==> config.mk <==
export PLATFORM = sky130hd
export DESIGN_NAME = seg_scroll_buffer
export DESIGN_NICKNAME = d
export VERILOG_FILES = /design/src/rtl/seg_disp_pkg.sv /design/src/rtl/scroll_tick_gen.sv /design/src/rtl/seg_scroll_buffer.sv
export SDC_FILE = /design/constraint.sdc
export NUM_CORES = 1
export LEC_CHECK = 0
export BUFFER_PORTS_ARGS = -buffer_cell sky130_fd_sc_hd__buf_2
export CELL_PAD_IN_SITES_DETAIL_PLACEMENT = 2
export CELL_PAD_IN_SITES_GLOBAL_PLACEMENT = 2
export CORE_ASPECT_RATIO = 1.2
export CORE_MARGIN = 1.5
export CORE_UTILIZATION = 30
export DETAILED_ROUTE_END_ITERATION = 8
export PLACE_DENSITY = 0.77
export SYNTH_ARGS = -nofsm -noshare
export SYNTH_HDL_FRONTEND = slang
export SYNTH_SLANG_ARGS = --single-unit
==> constraint.sdc <==
create_clock -name clk -period 5 [get_ports clk]
set_input_delay 0.75 -clock clk [delete_from_list [all_inputs] [get_ports clk]]
set_output_delay 0.75 -clock clk [all_outputs]
set_load 0.02 [all_outputs]
==> src/rtl/seg_disp_pkg.sv <==
// Shared types and constants for the seven-segment display feeder path.
package seg_disp_pkg;

    localparam int CHAR_W = 8;
    localparam int NUM_DIGITS = 4;
    localparam logic [CHAR_W-1:0] BLANK_DEFAULT = 8'h20;

    typedef enum logic {
        LOAD = 1'b0,
        RUN  = 1'b1
    } state_t;

endpackage

==> src/rtl/scroll_tick_gen.sv <==
// Scroll-rate divider: emits a one-cycle tick every TICK_DIV enabled cycles.
// The count holds while en is low and restarts from zero on clr.
module scroll_tick_gen #(
    parameter int TICK_DIV = 50_000_000
) (
    input  logic clk,
    input  logic rst_n,
    input  logic clr,
    input  logic en,
    output logic tick
);

    localparam int CNT_W = (TICK_DIV > 1) ? $clog2(TICK_DIV) : 1;

    logic [CNT_W-1:0] count_reg;
    logic             at_end;

    assign at_end = (count_reg == CNT_W'(TICK_DIV - 1));
    assign tick   = en && at_end;

    always_ff @(posedge clk or negedge rst_n) begin
        if (!rst_n) begin
            count_reg <= '0;
        end else if (clr) begin
            count_reg <= '0;
        end else if (en) begin
            count_reg <= at_end ? '0 : count_reg + 1'b1;
        end
    end

endmodule

==> src/rtl/seg_scroll_buffer.sv <==
// Message buffer feeding a 4-digit seven-segment driver, scrolling long messages left.
// Define SCROLL_GAP_EN to insert four blank positions before the message wraps.
module seg_scroll_buffer
    import seg_disp_pkg::*;
#(
    parameter int                DEPTH      = 16,
    parameter int                TICK_DIV   = 50_000_000,
    parameter logic [CHAR_W-1:0] BLANK_CHAR = BLANK_DEFAULT
) (
    input  logic                       clk,
    input  logic                       rst_n,
    input  logic                       clear,
    input  logic                       pause,
    input  logic                       in_valid,
    output logic                       in_ready,
    input  logic [CHAR_W-1:0]          in_char,
    input  logic                       in_last,
    output logic [CHAR_W-1:0]          char0,
    output logic [CHAR_W-1:0]          char1,
    output logic [CHAR_W-1:0]          char2,
    output logic [CHAR_W-1:0]          char3,
    output logic [$clog2(DEPTH+1)-1:0] msg_len,
    output logic                       scrolling
);

    localparam int LEN_W = $clog2(DEPTH + 1);
    localparam int OFF_W = $clog2(DEPTH + 4);
    localparam int EFF_W = $clog2(DEPTH + 5);
    localparam int SUM_W = EFF_W + 1;

    state_t            state_reg;
    logic [LEN_W-1:0]  len_reg;
    logic [OFF_W-1:0]  offset_reg;
    logic [CHAR_W-1:0] buf_mem [DEPTH];
    logic [CHAR_W-1:0] char_reg [NUM_DIGITS];
    logic [CHAR_W-1:0] char_next [NUM_DIGITS];

    logic [EFF_W-1:0]  eff_len;
    logic              scroll_mode;
    logic              ready_c;
    logic              accept;
    logic              tick;

    always_comb begin
        eff_len = EFF_W'(len_reg);
`ifdef SCROLL_GAP_EN
        if (len_reg > LEN_W'(NUM_DIGITS)) begin
            eff_len = EFF_W'(len_reg) + EFF_W'(NUM_DIGITS);
        end
`endif
    end

    assign scroll_mode = (state_reg == RUN) && (eff_len > EFF_W'(NUM_DIGITS));
    assign ready_c     = (state_reg == LOAD) && !clear && (len_reg < LEN_W'(DEPTH));
    assign accept      = in_valid && ready_c;

    scroll_tick_gen #(
        .TICK_DIV(TICK_DIV)
    ) u_tick (
        .clk  (clk),
        .rst_n(rst_n),
        .clr  (clear || (state_reg != RUN)),
        .en   (scroll_mode && !pause),
        .tick (tick)
    );

    always_ff @(posedge clk or negedge rst_n) begin
        if (!rst_n) begin
            state_reg  <= LOAD;
            len_reg    <= '0;
            offset_reg <= '0;
        end else if (clear) begin
            state_reg  <= LOAD;
            len_reg    <= '0;
            offset_reg <= '0;
        end else begin
            case (state_reg)
                LOAD: begin
                    if (accept) begin
                        len_reg <= len_reg + 1'b1;
                        if (in_last || (len_reg + 1'b1 == LEN_W'(DEPTH))) begin
                            state_reg  <= RUN;
                            offset_reg <= '0;
                        end
                    end
                end
                RUN: begin
                    if (tick) begin
                        offset_reg <= (EFF_W'(offset_reg) + EFF_W'(1) == eff_len)
                                      ? '0 : offset_reg + 1'b1;
                    end
                end
                default: state_reg <= LOAD;
            endcase
        end
    end

    // Buffer contents are don't-care after reset, so the entries carry no reset.
    for (genvar gi = 0; gi < DEPTH; gi++) begin : g_buf
        always_ff @(posedge clk) begin
            if (accept && (len_reg == LEN_W'(gi))) begin
                buf_mem[gi] <= in_char;
            end
        end
    end

    // Digit gi shows message position (offset+gi) mod L; offset < L so one subtract wraps it.
    for (genvar gi = 0; gi < NUM_DIGITS; gi++) begin : g_win
        logic [SUM_W-1:0]  pos;
        logic [CHAR_W-1:0] sel;

        always_comb begin
            pos = SUM_W'(offset_reg) + SUM_W'(gi);
            if (scroll_mode && (pos >= SUM_W'(eff_len))) begin
                pos = pos - SUM_W'(eff_len);
            end
            sel = BLANK_CHAR;
            for (int j = 0; j < DEPTH; j++) begin
                if ((pos == SUM_W'(j)) && (pos < SUM_W'(len_reg))) begin
                    sel = buf_mem[j];
                end
            end
        end

        assign char_next[NUM_DIGITS-1-gi] = sel;
    end

    always_ff @(posedge clk or negedge rst_n) begin
        if (!rst_n) begin
            for (int k = 0; k < NUM_DIGITS; k++) begin
                char_reg[k] <= BLANK_CHAR;
            end
        end else begin
            for (int k = 0; k < NUM_DIGITS; k++) begin
                char_reg[k] <= char_next[k];
            end
        end
    end

    assign char0     = char_reg[0];
    assign char1     = char_reg[1];
    assign char2     = char_reg[2];
    assign char3     = char_reg[3];
    assign msg_len   = len_reg;
    assign in_ready  = ready_c;
    assign scrolling = scroll_mode;

endmodule
After elaboration in Yosys (flattened, before gate mapping)

Memory sizes are Yosys's and may differ from the RTL's.
Index checks and enable logic that the tools add are counted.

Add/sub/neg operators: 10
Order comparisons: 10
Eq/ne operators: 82
Multiplexer cells: 161
Bitwise logic cells: 1
Reduce and logical (&&, ||, !) cells: 118

Operators with widths:

| operator                                                              | number |
|---|---|
| 8-bit two-way mux                                                     | 79 |
| 6-bit by 4-bit equality test with 1-bit output, second input constant | 32 |
| 8-bit OR reduction                                                    | 15 |
| 6-bit by 3-bit equality test with 1-bit output, second input constant | 16 |
| 1-bit logical AND                                                     | 90 |
| 26-bit two-way mux                                                    | 3 |
| 4-bit two-way mux                                                     | 15 |
| 1-bit two-way mux                                                     | 51 |
| 6-bit by 2-bit equality test with 1-bit output, second input constant | 8 |
| 5-bit by 4-bit equality test with 1-bit output, second input constant | 8 |
| 5-bit two-way mux                                                     | 8 |
| 26-bit by 1-bit adder with 26-bit output, second input constant       | 1 |
| 26-bit equality test, second input constant                           | 1 |
| 6-bit by 1-bit equality test with 1-bit output, second input constant | 4 |
| 6-bit zero test                                                       | 4 |
| 6-bit by 5-bit < comparator with 1-bit output                         | 4 |
| 6-bit two-way mux                                                     | 4 |
| 5-bit by 3-bit equality test with 1-bit output, second input constant | 4 |
| 6-bit by 5-bit greater-or-equal comparator with 1-bit output          | 3 |
| 6-bit by 5-bit subtractor with 6-bit output                           | 3 |
| 5-bit by 2-bit adder with 6-bit output, second input constant         | 2 |
| 5-bit by 1-bit adder with 5-bit output, second input constant         | 2 |
| 5-bit by 2-bit equality test with 1-bit output, second input constant | 2 |
| 5-bit one-hot mux with 2 select lines                                 | 1 |
| other kinds (18)                                                      | 22 |

Register bits: 69
Bits in writable memories: 128
Bits of input ports: 14
Output and inout bits: 39
Logic and storage cells: 391
Memories kept: 1

Memory list:

| memory  | words | width | rd ports | clocked after Yosys merged registers in | write ports | RTL line                | RTL |
|---|---|---|---|---|---|---|---|
| buf_mem | 16    | 8     | 16       | 0                                       | 1           | seg_scroll_buffer.sv:34 | `logic [CHAR_W-1:0] buf_mem [DEPTH];` |

Logic depth before layout (Yosys ltp)

Depth after elaboration: 23
Depth in mapped cells: 24
Mapped depth without buffers: 20

Modules after synthesis

Synthesis repeated with hierarchy kept, for this count alone.

Cells, all modules: 1,465
Area, all modules: 13,673.1 µm²

By module, submodules not included:

| module            | instances | cells each | area each (µm²) | sequential area each (µm²) |
|---|---|---|---|---|
| seg_scroll_buffer | 1         | 1,292      | 12,121.6        | 4,924.7 |
| scroll_tick_gen   | 1         | 173        | 1,551.5         | 650.6 |

Least setup slack after synthesis

Ideal clock, no wire load.

Path type: reg-to-reg
Start: reg offset_reg[1]
End: reg char_reg (netlist bit char2[4])
Setup time: 0.077 ns
Arrival time: 5.039 ns
Required time: 4.923 ns
Slack: -0.116 ns
Cell stages (with the launch flop): 23
Buffers on the path: 3
Clock period less this slack: 5.116 ns
Path through: dfrtp_1 ha_1 nand2_1 xor2_1 inv_1 ha_1 or2_1 o221a_2 o31a_4 mux2i_2 inv_2 clkbuf_1 clkbuf_1 ha_1 a21o_1 a21o_1 a21oi_1 o211ai_1 nor4_1 buf_2 o211ai_1 a311o_1 a21oi_1

Word-level cells in the longest chain between the ends: 22
Elaborated cells between the ends (all ways): 54
Classes of those cells: add/sub: 2; order compare: 2; eq/ne: 15; mux: 17; reduce/logical: 18

Ends and longest elaborated chain:

| item                                                                                    | RTL line                 | RTL |
|---|---|---|
| from (decl)                                                                             | seg_scroll_buffer.sv:33  | `logic [OFF_W-1:0] offset_reg;` |
| from (signal assigned)                                                                  | seg_scroll_buffer.sv:89  | `offset_reg <= (EFF_W'(offset_reg) + EFF_W'(1) == eff_len)` |
| 5-bit by 1-bit adder with 6-bit output *                                                | seg_scroll_buffer.sv:113 | `pos = SUM_W'(offset_reg) + SUM_W'(gi);` |
| 6-bit by 5-bit greater-or-equal comparator with 1-bit output                            | seg_scroll_buffer.sv:114 | `if (scroll_mode && (pos >= SUM_W'(eff_len))) begin` |
| 1-bit logical AND                                                                       | seg_scroll_buffer.sv:114 |  |
| 6-bit two-way mux *                                                                     | seg_scroll_buffer.sv:114 |  |
| 6-bit by 5-bit < comparator with 1-bit output / 6-bit zero test (equally long branches) | seg_scroll_buffer.sv:119 | `if ((pos == SUM_W'(j)) && (pos < SUM_W'(len_reg))) begin` |
| 1-bit logical AND                                                                       | seg_scroll_buffer.sv:119 |  |
| 8-bit two-way mux (15 in series)                                                        | seg_scroll_buffer.sv:119 |  |
| 8-bit two-way mux *                                                                     | seg_scroll_buffer.sv:119 |  |
| named net g_win[1].sel[4]                                                               | seg_scroll_buffer.sv:110 | `logic [CHAR_W-1:0] sel;` |
| to (signal, indexed assignment)                                                         | seg_scroll_buffer.sv:135 | `char_reg[k] <= char_next[k];` |
| to (decl)                                                                               | seg_scroll_buffer.sv:35  | `logic [CHAR_W-1:0] char_reg [NUM_DIGITS];` |

The timed path passes the listed nets; every way through them passes the cells marked *.
A chain may end at the register's enable or synchronous reset.

Worst setup path in the final report

Start: reg offset_reg[2]
End: reg char_reg (netlist bit char3[3])

Word-level cells in the longest chain between the ends: 21
Elaborated cells between the ends (all ways): 53
Classes of those cells: add/sub: 1; order compare: 2; eq/ne: 15; mux: 17; reduce/logical: 18

Ends and longest elaborated chain:

| item                                                                                    | RTL line |
|---|---|
| 5-bit greater-or-equal comparator                                                       | seg_scroll_buffer.sv:114 |
| 1-bit logical AND                                                                       | seg_scroll_buffer.sv:114 |
| 6-bit two-way mux *                                                                     | seg_scroll_buffer.sv:114 |
| 6-bit by 5-bit < comparator with 1-bit output / 6-bit zero test (equally long branches) | seg_scroll_buffer.sv:119 |
| 1-bit logical AND                                                                       | seg_scroll_buffer.sv:119 |
| 8-bit two-way mux (15 in series)                                                        | seg_scroll_buffer.sv:119 |
| 8-bit two-way mux *                                                                     | seg_scroll_buffer.sv:119 |
| named net g_win[0].sel[3]                                                               | seg_scroll_buffer.sv:110 |

Marked as above.

==> flow_metrics.env <==
export IMPL_grt_usage_pct=30.76
export IMPL_placedCellCount=2251
export IMPL_ant_nets=0
export IMPL_yosysTopAreaCell="edfxtp_1"
export IMPL_wirelength_mm=74.13
export IMPL_initial_core_util_pct=30.54
export IMPL_core_um2=46050
export IMPL_cts_root_buffer="clkbuf_16"
export IMPL_post_synth_cell_area_avg_um2=9.028
export IMPL_min_period_ns=4.809
export IMPL_final_cell_mix="226 x nand2_1, 128 x edfxtp_1, 125 x nor2_1"
export IMPL_nFillCells=5209
export IMPL_finalHoldViolCount=0
export IMPL_cts_sinks=197
export IMPL_cts_tree="done"
export IMPL_syn_nets=1620
export IMPL_htree_num_levels=4
export IMPL_r2r_start="offset_reg[2]"
export IMPL_critPathArrivalTime_ns=5.20
export IMPL_drcViolationCount=0
export IMPL_fin_ws_ns=0.1907
export IMPL_power_frac_seq_pct=39.0
export IMPL_p_int_w=0.003022
export IMPL_antenna_cells=0
export IMPL_postCtsHoldBufs=0
export IMPL_max_slew_margin_pct=10.50
export IMPL_grt_pass1_vias=15070
export IMPL_reg2reg_depth=20
export IMPL_synth_top_area_share_pct=27.33
export IMPL_synth_cell_types=97
export IMPL_r2r_end="char3[3]"
export IMPL_drive_gt1_share_pct=18.60
export IMPL_clock_skew_ns=0.01887
export IMPL_cap_violations=0
export IMPL_synth_cells=1558
export IMPL_rows=86
export IMPL_ir_drop_uv=231.3
export IMPL_synth_edff_count=128
export IMPL_critical_path_class="flop to flop"
export IMPL_overflow=0
export IMPL_drt_iter0_drc=1196
export IMPL_vias=14200
export IMPL_layout_commonest_cell="nand2_1"
export IMPL_wl_per_cell_um=32.33
export IMPL_final_cells=2293
export IMPL_grt_max_degree=45
export IMPL_vias_per_cell=6.191
export IMPL_status="completed"
export IMPL_ys_async_sr_fraction_pct=35.03
export IMPL_grt_antenna_before_repair=0
export IMPL_chipWidth_um=200.7
export IMPL_ys_warn_count=0
export IMPL_rrSetupSlack_ns=0.19
export IMPL_syn_area_um2=14070
export IMPL_ys_seq_area_share_pct=39.64
export IMPL_clk_latency_ns=0.48
export IMPL_io_pins=53
export IMPL_finalSetupViolations=0
export IMPL_clk_pin_slew_worst_paths_ns=0.08
export IMPL_dieArea_um2=48200
export IMPL_clock_fmax_ghz=0.2079
export IMPL_tightest_slew_ns=1.338
export IMPL_largest_register_ffs=128
export IMPL_final_seq_area_um2=5579
export IMPL_critPathCaptureType="flop"
export IMPL_p_leak_nw=6.373
export IMPL_clk_path_buf_depth=2
export IMPL_chipHeight_um=240.2
export IMPL_synth_ff_type="edfxtp_1"
export IMPL_grt_pass1_wl_mm=107.4
export IMPL_hold_path_class="input port to asynchronous set/reset pin"
export IMPL_area_growth_syn_to_layout_pct=16.63
export IMPL_io_buffers=52
export IMPL_hpwl_mm=56.53
export IMPL_critPathMaxFanout=7
export IMPL_gp_congestion=1.025
export IMPL_rsz0062_at_grt="true"
export IMPL_dr_pass1_iters=7
export IMPL_cts_buffers_inserted=17
export IMPL_p_clk_share_pct=32.2
export IMPL_p_comb_share_pct=28.9
export IMPL_start_kind="flop"
export IMPL_yosys_register_bits=197
export IMPL_power_switching_share_pct=35.70
export IMPL_post_place_ws_ns=-0.1763
export IMPL_cp_data_required_time_ns=5.39
export IMPL_p_per_area_nw_per_um2=286.5
export IMPL_slew_viol_final=0
export IMPL_nets=1726
export IMPL_fin_crit_sh_pct=96.19
export IMPL_synth_area_leaders="edfxtp_1 27%, dfrtp_1 12%, nand2_1 6.1%, ha_1 3.9%, mux2i_1 3.7%"
export IMPL_multiInputGateArea_um2=8078
export IMPL_p_switching_w=0.001678
[cell usage after synthesis (8+ instances only)]
master     instances
dfrtp_1           65
inv_1             35
a22oi_1           17
mux2_2            20
a32oi_1           18
a21oi_1           94
a21o_1            10
mux4_2             8
nand2_1          228
o21ai_1           12
nand2b_1          18
o221ai_1          10
a31oi_1           33
nand4_1           14
xnor2_1           16
and3_1            22
nor3_1            35
buf_2             43
o21ai_0           98
nor2b_1           16
or3_1              8
o31ai_1           10
edfxtp_1         128
mux2i_1           52
a211oi_1          10
ha_1              44
xor2_1            18
nand3_1           74
o2bb2ai_1          9
o211ai_1          24
and2_1             9
clkbuf_1          33
nor2_1           126
o22ai_1           23
[cells by family (layout without fill, tap and decap cells)]
kind of cell / after synthesis / after routing / synth area share [%]
DFF: 197 / 197 / 39.64
buffers and inverters: 133 / 251 / 4.225
xor gates and xnor gates: 34 / 34 / 2.117
adders and majority gates: 48 / 48 / 4.483
AOI/OAI and AO/OA: 480 / 481 / 23.41
muxes: 82 / 82 / 6.760
and+or+nand+nor: 584 / 584 / 19.37
[layout make-up]
type                            count  area share (%)
Clock buffer                       19           2.700
Clock inverter                     13          0.9762
Inverter                           42          0.9610
Multi-Input combinational cell   1229           49.24
Sequential cell                   197           34.01
Tap cell                          616           4.698
Timing Repair Buffer              177           7.421
[worst max path at each step]
stage | startpoint | endpoint | slack [ns] | depth (start not counted)
after global placement | offset_reg[0] | char2[4] | -0.002 | 17
after detailed placement | offset_reg[1] | char2[4] | -0.18 | 19
final | offset_reg[2] | char3[3] | 0.19 | 20
after global routing | offset_reg[0] | char2[6] | -0.09 | 21
after floorplan | offset_reg[0] | char0[7] | 0.02 | 21
after CTS | offset_reg[1] | char2[4] | 0.02 | 19
[power groups by stage]
stage	clock network [W]	logic [W]	registers, W
2_1_floorplan	0	0.000716	0.00191
3_3_place_gp	0	0.00126	0.00187
3_5_place_dp	0	0.00130	0.00187
4_1_cts	0.00152	0.00130	0.00183
5_1_grt	0.00157	0.00144	0.00184
6_report	0.00151	0.00136	0.00183
[stage by stage]
stage	util, %	total power (W)	cell area, µm²	TNS (ns)	hold WS [ns]
3_5_place_dp	33.90	0.003164	15610	-0.3034	0.4580
5_1_grt	35.62	0.004848	16410	-0.1593	0.2576
4_1_cts	35.24	0.004661	16230	0	0.2478
3_3_place_gp	33.90	0.003126	15610	-0.001824	0.4583
2_1_floorplan	-	0.002625	14080	0	0.4365
6_report	35.62	0.004701	16410	0	0.2389
[critical path, stage by stage, from the launching register on]
cell and delay [ns]:
dfrtp_2 0.45, buf_4 0.18, ha_1 0.39, nor2b_1 0.18
o21a_1 0.26, o31ai_4 0.37, mux2i_1 0.31, inv_1 0.10
ha_1 0.19, a21o_1 0.16, a21o_1 0.17, a21oi_1 0.24
nor2b_1 0.19, a32oi_1 0.14, buf_4 0.18, buf_4 0.16
nand2b_1 0.18, buf_4 0.21, a21oi_1 0.23, a21oi_1 0.14
a32oi_1 0.25
[what timing repair did]
item,CTS,global route
pin swaps,1,8
endpoints found under the setup margin,4,21
resized for setup,3,30
buffers inserted,0,9
cloned,0,1
[layer usage]
metal	GRT usage [%]	vias to the layer above	wire length [µm]
met1	35.90	7316	29380
met4	24.33	0	6504
met2	51.21	568	34890
met3	4.120	221	3348
li1	-	6091	-
met5	0	-	0
(Power assumes the default switching activity.)
